[src/rtl/dcache_assoc.sv]
// Set-associative write-back, write-allocate data cache with a single outstanding access.
// Optional statistics counters are enabled with DCACHE_ASSOC_STATS_EN.

package dcache_assoc_pkg;
    typedef enum logic [1:0] {
        SIZE_8  = 2'd0,
        SIZE_16 = 2'd1,
        SIZE_32 = 2'd2,
        SIZE_64 = 2'd3
    } dcache_data_size_e;
endpackage

// state       | meaning
// S_IDLE      | ready for a new request
// S_LOOKUP    | tag compare, respond on hit (first lookup or replay)
// S_WB        | writing back the dirty victim line
// S_FILL_REQ  | issuing the refill read
// S_FILL_WAIT | waiting for refill data
module dcache_assoc
    import dcache_assoc_pkg::*;
#(
    parameter int addr_width      = 16,
    parameter int line_width      = 64,
    parameter int sets            = 16,
    parameter int ways            = 2,
    parameter int line_addr_width = addr_width - $clog2(line_width / 8)
) (
    input  logic                       clk_i,
    input  logic                       rst_i,
    input  logic                       req_valid_i,
    output logic                       req_ready_o,
    input  logic                       req_write_i,
    input  logic [addr_width-1:0]      addr_i,
    input  dcache_data_size_e          size_i,
    input  logic [63:0]                wdata_i,
    output logic                       resp_valid_o,
    output logic [63:0]                rdata_o,
    output logic                       hit_o,
    output logic                       mem_req_valid_o,
    input  logic                       mem_req_ready_i,
    output logic                       mem_req_write_o,
    output logic [line_addr_width-1:0] mem_addr_o,
    output logic [line_width-1:0]      mem_wdata_o,
    input  logic                       mem_resp_valid_i,
    input  logic [line_width-1:0]      mem_rdata_i
`ifdef DCACHE_ASSOC_STATS_EN
    ,
    output logic [31:0]                hit_count_o,
    output logic [31:0]                miss_count_o,
    output logic [31:0]                wb_count_o
`endif
);

    localparam int off_w  = $clog2(line_width / 8);
    localparam int set_w  = $clog2(sets);
    localparam int tag_w  = addr_width - off_w - set_w;
    localparam int way_w  = (ways > 1) ? $clog2(ways) : 1;
    localparam int words  = line_width / 64;
    localparam int word_w = (words > 1) ? $clog2(words) : 1;

    typedef enum logic [2:0] {
        S_IDLE,
        S_LOOKUP,
        S_WB,
        S_FILL_REQ,
        S_FILL_WAIT
    } state_e;

    state_e state_q, state_d;

    logic                  req_write_q;
    logic [addr_width-1:0] addr_q;
    dcache_data_size_e     size_q;
    logic [63:0]           wdata_q;
    logic                  replay_q;
    logic [way_w-1:0]      victim_way_q;
    logic                  victim_valid_q;

    logic [line_width-1:0] data_q  [sets][ways];
    logic [tag_w-1:0]      tag_q   [sets][ways];
    logic [ways-1:0]       valid_q [sets];
    logic [ways-1:0]       dirty_q [sets];
    logic [way_w-1:0]      rr_q    [sets];

    logic [off_w-1:0]  req_off;
    logic [set_w-1:0]  set_idx;
    logic [tag_w-1:0]  req_tag;
    logic [word_w-1:0] word_idx;
    logic [2:0]        byte_off;
    logic [5:0]        shamt;
    logic [63:0]       size_mask;

    assign req_off  = addr_q[off_w-1:0];
    assign set_idx  = addr_q[off_w +: set_w];
    assign req_tag  = addr_q[off_w + set_w +: tag_w];
    assign word_idx = word_w'(req_off >> 3);
    assign shamt    = {byte_off, 3'b000};

    // Low offset bits below the access size are dropped to force natural alignment.
    always_comb begin
        byte_off  = 3'b000;
        size_mask = 64'hFFFF_FFFF_FFFF_FFFF;
        case (size_q)
            SIZE_8: begin
                byte_off  = req_off[2:0];
                size_mask = 64'h0000_0000_0000_00FF;
            end
            SIZE_16: begin
                byte_off  = {req_off[2:1], 1'b0};
                size_mask = 64'h0000_0000_0000_FFFF;
            end
            SIZE_32: begin
                byte_off  = {req_off[2], 2'b00};
                size_mask = 64'h0000_0000_FFFF_FFFF;
            end
            default: begin
                byte_off  = 3'b000;
                size_mask = 64'hFFFF_FFFF_FFFF_FFFF;
            end
        endcase
    end

    logic             hit;
    logic [way_w-1:0] hit_way;
    logic             found_invalid;
    logic [way_w-1:0] victim_way;
    logic             victim_valid;
    logic             victim_dirty;

    always_comb begin
        hit     = 1'b0;
        hit_way = '0;
        for (int w = 0; w < ways; w++) begin
            if (!hit && valid_q[set_idx][w] && (tag_q[set_idx][w] == req_tag)) begin
                hit     = 1'b1;
                hit_way = way_w'(w);
            end
        end
    end

    always_comb begin
        found_invalid = 1'b0;
        victim_way    = rr_q[set_idx];
        for (int w = 0; w < ways; w++) begin
            if (!found_invalid && !valid_q[set_idx][w]) begin
                found_invalid = 1'b1;
                victim_way    = way_w'(w);
            end
        end
    end

    assign victim_valid = valid_q[set_idx][victim_way];
    assign victim_dirty = dirty_q[set_idx][victim_way];

    logic [line_width-1:0] hit_line;
    logic [line_width-1:0] store_line;
    logic [63:0]           hit_word;
    logic [63:0]           load_data;
    logic [63:0]           merged_word;

    always_comb begin
        hit_line    = data_q[set_idx][hit_way];
        hit_word    = hit_line[word_idx*64 +: 64];
        load_data   = (hit_word >> shamt) & size_mask;
        merged_word = (hit_word & ~(size_mask << shamt)) | ((wdata_q & size_mask) << shamt);
        store_line  = hit_line;
        store_line[word_idx*64 +: 64] = merged_word;
    end

    logic accept;
    logic st_wr_en;
    logic fill_en;
    logic victim_ld;

    always_comb begin
        state_d         = state_q;
        req_ready_o     = 1'b0;
        resp_valid_o    = 1'b0;
        rdata_o         = '0;
        hit_o           = 1'b0;
        mem_req_valid_o = 1'b0;
        mem_req_write_o = 1'b0;
        mem_addr_o      = '0;
        mem_wdata_o     = '0;
        accept          = 1'b0;
        st_wr_en        = 1'b0;
        fill_en         = 1'b0;
        victim_ld       = 1'b0;
        case (state_q)
            S_IDLE: begin
                req_ready_o = 1'b1;
                if (req_valid_i) begin
                    accept  = 1'b1;
                    state_d = S_LOOKUP;
                end
            end
            S_LOOKUP: begin
                if (hit) begin
                    resp_valid_o = 1'b1;
                    hit_o        = !replay_q;
                    if (req_write_q) begin
                        st_wr_en = 1'b1;
                    end else begin
                        rdata_o = load_data;
                    end
                    state_d = S_IDLE;
                end else begin
                    victim_ld = 1'b1;
                    state_d   = (victim_valid && victim_dirty) ? S_WB : S_FILL_REQ;
                end
            end
            S_WB: begin
                mem_req_valid_o = 1'b1;
                mem_req_write_o = 1'b1;
                mem_addr_o      = {tag_q[set_idx][victim_way_q], set_idx};
                mem_wdata_o     = data_q[set_idx][victim_way_q];
                if (mem_req_ready_i) begin
                    state_d = S_FILL_REQ;
                end
            end
            S_FILL_REQ: begin
                mem_req_valid_o = 1'b1;
                mem_addr_o      = addr_q[addr_width-1:off_w];
                if (mem_req_ready_i) begin
                    state_d = S_FILL_WAIT;
                end
            end
            S_FILL_WAIT: begin
                if (mem_resp_valid_i) begin
                    fill_en = 1'b1;
                    state_d = S_LOOKUP;
                end
            end
            default: state_d = S_IDLE;
        endcase
    end

    always_ff @(posedge clk_i) begin
        if (rst_i) begin
            state_q        <= S_IDLE;
            req_write_q    <= 1'b0;
            addr_q         <= '0;
            size_q         <= SIZE_8;
            wdata_q        <= '0;
            replay_q       <= 1'b0;
            victim_way_q   <= '0;
            victim_valid_q <= 1'b0;
        end else begin
            state_q <= state_d;
            if (accept) begin
                req_write_q <= req_write_i;
                addr_q      <= addr_i;
                size_q      <= size_i;
                wdata_q     <= wdata_i;
                replay_q    <= 1'b0;
            end
            if (victim_ld) begin
                victim_way_q   <= victim_way;
                victim_valid_q <= victim_valid;
            end
            if (fill_en) begin
                replay_q <= 1'b1;
            end
        end
    end

    // The round-robin pointer only moves when a valid line is actually replaced.
    logic [way_w-1:0] rr_next;
    assign rr_next = (rr_q[set_idx] == way_w'(ways - 1)) ? '0 : rr_q[set_idx] + 1'b1;

    always_ff @(posedge clk_i) begin
        if (rst_i) begin
            for (int s = 0; s < sets; s++) begin
                valid_q[s] <= '0;
                dirty_q[s] <= '0;
                rr_q[s]    <= '0;
            end
        end else begin
            if (st_wr_en) begin
                dirty_q[set_idx][hit_way] <= 1'b1;
            end
            if (fill_en) begin
                valid_q[set_idx][victim_way_q] <= 1'b1;
                dirty_q[set_idx][victim_way_q] <= 1'b0;
                if (victim_valid_q) begin
                    rr_q[set_idx] <= rr_next;
                end
            end
        end
    end

    always_ff @(posedge clk_i) begin
        if (!rst_i && st_wr_en) begin
            data_q[set_idx][hit_way] <= store_line;
        end
        if (!rst_i && fill_en) begin
            data_q[set_idx][victim_way_q] <= mem_rdata_i;
            tag_q[set_idx][victim_way_q]  <= req_tag;
        end
    end

`ifdef DCACHE_ASSOC_STATS_EN
    logic [31:0] hit_cnt_q, miss_cnt_q, wb_cnt_q;
    logic        first_hit, first_miss, wb_done;

    assign first_hit  = (state_q == S_LOOKUP) && !replay_q && hit;
    assign first_miss = (state_q == S_LOOKUP) && !replay_q && !hit;
    assign wb_done    = (state_q == S_WB) && mem_req_ready_i;

    always_ff @(posedge clk_i) begin
        if (rst_i) begin
            hit_cnt_q  <= '0;
            miss_cnt_q <= '0;
            wb_cnt_q   <= '0;
        end else begin
            if (first_hit && (hit_cnt_q != 32'hFFFF_FFFF)) begin
                hit_cnt_q <= hit_cnt_q + 32'd1;
            end
            if (first_miss && (miss_cnt_q != 32'hFFFF_FFFF)) begin
                miss_cnt_q <= miss_cnt_q + 32'd1;
            end
            if (wb_done && (wb_cnt_q != 32'hFFFF_FFFF)) begin
                wb_cnt_q <= wb_cnt_q + 32'd1;
            end
        end
    end

    assign hit_count_o  = hit_cnt_q;
    assign miss_count_o = miss_cnt_q;
    assign wb_count_o   = wb_cnt_q;
`endif

endmodule

[config.mk]
export PLATFORM = sky130hd
export DESIGN_NAME = dcache_assoc
export DESIGN_NICKNAME = d
export VERILOG_FILES = /design/src/rtl/dcache_assoc.sv
export SDC_FILE = /design/constraint.sdc
export NUM_CORES = 2
export LEC_CHECK = 0
export CORE_MARGIN = 5
export CORE_UTILIZATION = 46
export DETAILED_ROUTE_END_ITERATION = 8
export PLACE_DENSITY_LB_ADDON = 0.3
export SYNTH_ARGS = -nofsm -noshare
export SYNTH_HDL_FRONTEND = slang
export SYNTH_SLANG_ARGS = --single-unit
[constraint.sdc]
create_clock -name clk_i -period 7 [get_ports clk_i]
set_clock_uncertainty 0.1 [all_clocks]
set_input_delay 1.4 -clock clk_i [delete_from_list [all_inputs] [get_ports clk_i]]
set_output_delay 1.4 -clock clk_i [all_outputs]
set_load 0.01 [all_outputs]
==> flow_summary.json <==
{
  "synth_top_cells_by_count": "2,384 x edfxtp_1, 693 x mux4_2, 393 x nand2_1, 308 x nor2_1, 246 x mux2i_1",
  "antenna_left": 0,
  "maxCapViolations": 0,
  "cp.arrival_ns": 5.43,
  "cp_cell_sequence": "inv_4, buf_4, nor4_1, a2111oi_4, nand3_2, o2111ai_2, nor4_4, buf_6, o21ai_2, nor3_4, buf_4, buf_4, buf_4, o21ai_0, buf_4, o32ai_2, clkdlybuf4s15_1",
  "p_sw_share_pct": 25.2,
  "finalSetupTns_ns": 0,
  "grt_first_pass_wirelength_um": 458000,
  "clockPowerShare_pct": 38.3,
  "synth_flop_cell": "edfxtp_1",
  "core_um2": 222000,
  "cts_tree": "done",
  "cts_max_level": 5,
  "seq_power_share_pct": 48.1,
  "cts_inserted_buffers": 278,
  "die_area_um2": 233000,
  "drt_iter0_drc": 8246,
  "clockRootBuffer": "clkbuf_16",
  "timing.final.ws_setup_ns": 0.0727,
  "vias": 58951,
  "grt_overflow": 0,
  "path_max_fanout": 33,
  "synth_edf_count": 2384,
  "path_clk_slew_ns": 0.06,
  "irDropWorstVdd_uv": 251,
  "slowest_delay_ns": 0.64,
  "cp.required_ns": 5.50,
  "rr_worst_depth": 14,
  "seq_area_um2": 74100,
  "fin_crit_sh_pct": 99.0,
  "syn_nets": 5512,
  "vias_per_cell": 6.49,
  "hold_path.class": "reg -> reg",
  "max_clock_freq_ghz": 0.144,
  "antenna_found_initial": 23,
  "syn_inst": 5360,
  "cts_buffer_depth": 4,
  "synth_top_area_share_pct": 69.8,
  "start_util_pct": 46.2,
  "cp_common_cell": "buf_4",
  "maxSlewViolCount": 0,
  "hold_viol_final": 0,
  "num_io_pins": 298,
  "wl_per_cell_um": 36.6,
  "drc_errors": 0,
  "start_kind": "flip-flop",
  "synth_xor_area_share_pct": 0.120,
  "period_minus_slack_ns": 6.93,
  "grt_pass1_vias": 57806,
  "cellPowerDensity_nw_per_um2": 300,
  "leakage_nw": 38.4,
  "syn_to_final_growth_pct": 17.5,
  "io_buffers": 297,
  "synth.most_common_cell": "edfxtp_1",
  "die_w_um": 482,
  "die_h_um": 482,
  "cts_sinks": 2509,
  "synthAdderAreaFrac_pct": 0,
  "gp_congestion": 1.02,
  "critPathCaptureType": "primary output",
  "grt_max_degree": 124,
  "p_int_mw": 27.0,
  "worstHoldPathCells": 1,
  "slowest_stage": "dfxtp_4",
  "cts_hold_buffers": 0,
  "p_sw_mw": 9.10,
  "firstDrtPassIters": 8,
  "insertion_delay_ns": 0.93,
  "nets": 6050,
  "synth_top_family_by_area": "multiplexers",
  "drive_above_1_share_pct": 27.7,
  "crit_cells": 17,
  "async_reset_ff_share_pct": 0,
  "setup_viol": 0,
  "ys_warn_count": 0,
  "grt_setup_unrepaired": "yes",
  "num_rows": 173,
  "synth-compound-area-share_pct": 2.97,
  "synth_area_leaders": "edfxtp_1 70%, mux4_2 15%, dfxtp_1 2.4%",
  "cp_num_buf_inv": 8,
  "dp_hpwl_um": 202000,
  "ys_seq_elements": 2509,
  "status": "complete, no violations",
  "syn_area_um2": 103000,
  "fill_cells": 17215,
  "path_class": "reg -> out",
  "worst_slew_pin_slew_ns": 1.42,
  "ys_seq_area_share_pct": 72.2,
  "yosys.area_share.simple_pct": 3.54,
  "synth_mux_area_share_pct": 19.6,
  "path_delay_family": "buffers and inverters",
  "ys_types": 73,
  "wl_um": 332000,
  "yosysTopAreaCell": "edfxtp_1",
  "avgSynthCellArea_um2": 19.1,
  "grt_use_total_pct": 28.3,
  "multi_input_area_um2": 27700,
  "relSlewSlack_pct": 5.49,
  "post-place-ws_ns": 0.216,
  "combPwrFrac_pct": 13.6
}
[state kept, by name (all words and copies together), names as in the netlist, named ones only]
register        cells
victim_valid_q      1
dirty_q            32
req_write_q         1
state_q             3
rr_q               16
data_q           2048
replay_q            1
victim_way_q        1
wdata_q            64
valid_q            32
addr_q             16
size_q              2
tag_q             288
[cell families (layout without fill, tap and decap cells)]
family                 Yosys count  in the layout
flip-flops                    2509           2509
other                            0             20
AND/OR/NAND/NOR                861            861
multiplexers                  1117           1117
XOR/XNOR                        14             14
buffers and inverters          371           1101
AO/OA/AOI/OAI                  488            488
[timing repair]
item | in CTS | in global routing
setup endpoints to repair | 64 | 60
pin swaps | 9 | 12
gates cloned | 3 | 2
gates resized for setup | 77 | 86
buffers inserted | 11 | 8
[cell usage in the layout (no fill, tap or decap), types with 32 or more instances in the layout]
master	instances
nand3_1	37
clkbuf_16	288
a21oi_1	163
clkinv_2	38
o21ai_0	77
mux2_2	177
a21o_1	32
clkdlybuf4s50_1	270
nor2_1	275
buf_4	224
nor2_4	34
nand2_1	385
dfxtp_1	120
mux2i_1	224
o22ai_1	32
buf_12	60
mux4_2	693
clkinv_1	54
edfxtp_1	2384
clkbuf_1	60
[layer usage]
| metal | share of wire, % | vias up | track usage, % | wire length [µm] |
|---|---|---|---|---|
| met5 | 0.017 | - | 0 | 55 |
| met3 | 12 | 883 | 7.01 | 39100 |
| li1 | - | 22954 | - | - |
| met2 | 46 | 4204 | 43.1 | 152000 |
| met1 | 36 | 30902 | 38.0 | 119000 |
| met4 | 6.7 | 8 | 15.2 | 22400 |
[worst register-to-register path: cells and delay by family, from the launching register on]
kind | cells | cell delay [ns]
AO/OA/AOI/OAI | 3 | 0.38
AND/OR/NAND/NOR | 6 | 2.82
flip-flops | 1 | 0.64
buffers and inverters | 5 | 1.64
[area by class of cell]
class / count / share of cell area (%)
Antenna cell: 20 / 0.0415
Clock buffer: 349 / 6.16
Clock inverter: 123 / 0.850
Inverter: 23 / 0.0799
Multi-Input combinational cell: 2480 / 23.0
Sequential cell: 2509 / 61.5
Tap cell: 2975 / 3.09
Timing Repair Buffer: 606 / 5.30
[stage by stage]
step	power [mW]	instance area [µm²]	instances	hold WS, ns	utilization [%]
finish	36.1	121000	9085	0.350	54.3
global route	37.1	121000	9070	0.360	54.3
CTS	36.1	120000	9055	0.350	54.0
detailed placement	22.4	111000	8569	0.336	50.0
global placement	22.3	111000	8569	0.328	50.0
floorplan	20.3	103000	5360	0.321	-
[final timing paths]
kind,end,slack [ns],from
max,rdata_o[6],0.07,flip-flop
min reg2reg,valid_q[7][1],0.35,valid_q[7][1]
max reg2reg,data_q[6][25],0.98,flip-flop
min,valid_q[7][1],0.35,valid_q[7][1]
[power groups by stage]
stage	clock network, mW	logic, mW	registers [mW]
after CTS	14.0	4.75	17.4
after global routing	14.6	5.11	17.4
final	13.8	4.92	17.4
after detailed placement	0	4.66	17.7
after floorplan	0	2.68	17.6
after global placement	0	4.57	17.7
No activity file was read; power rests on OpenSTA's default activity.
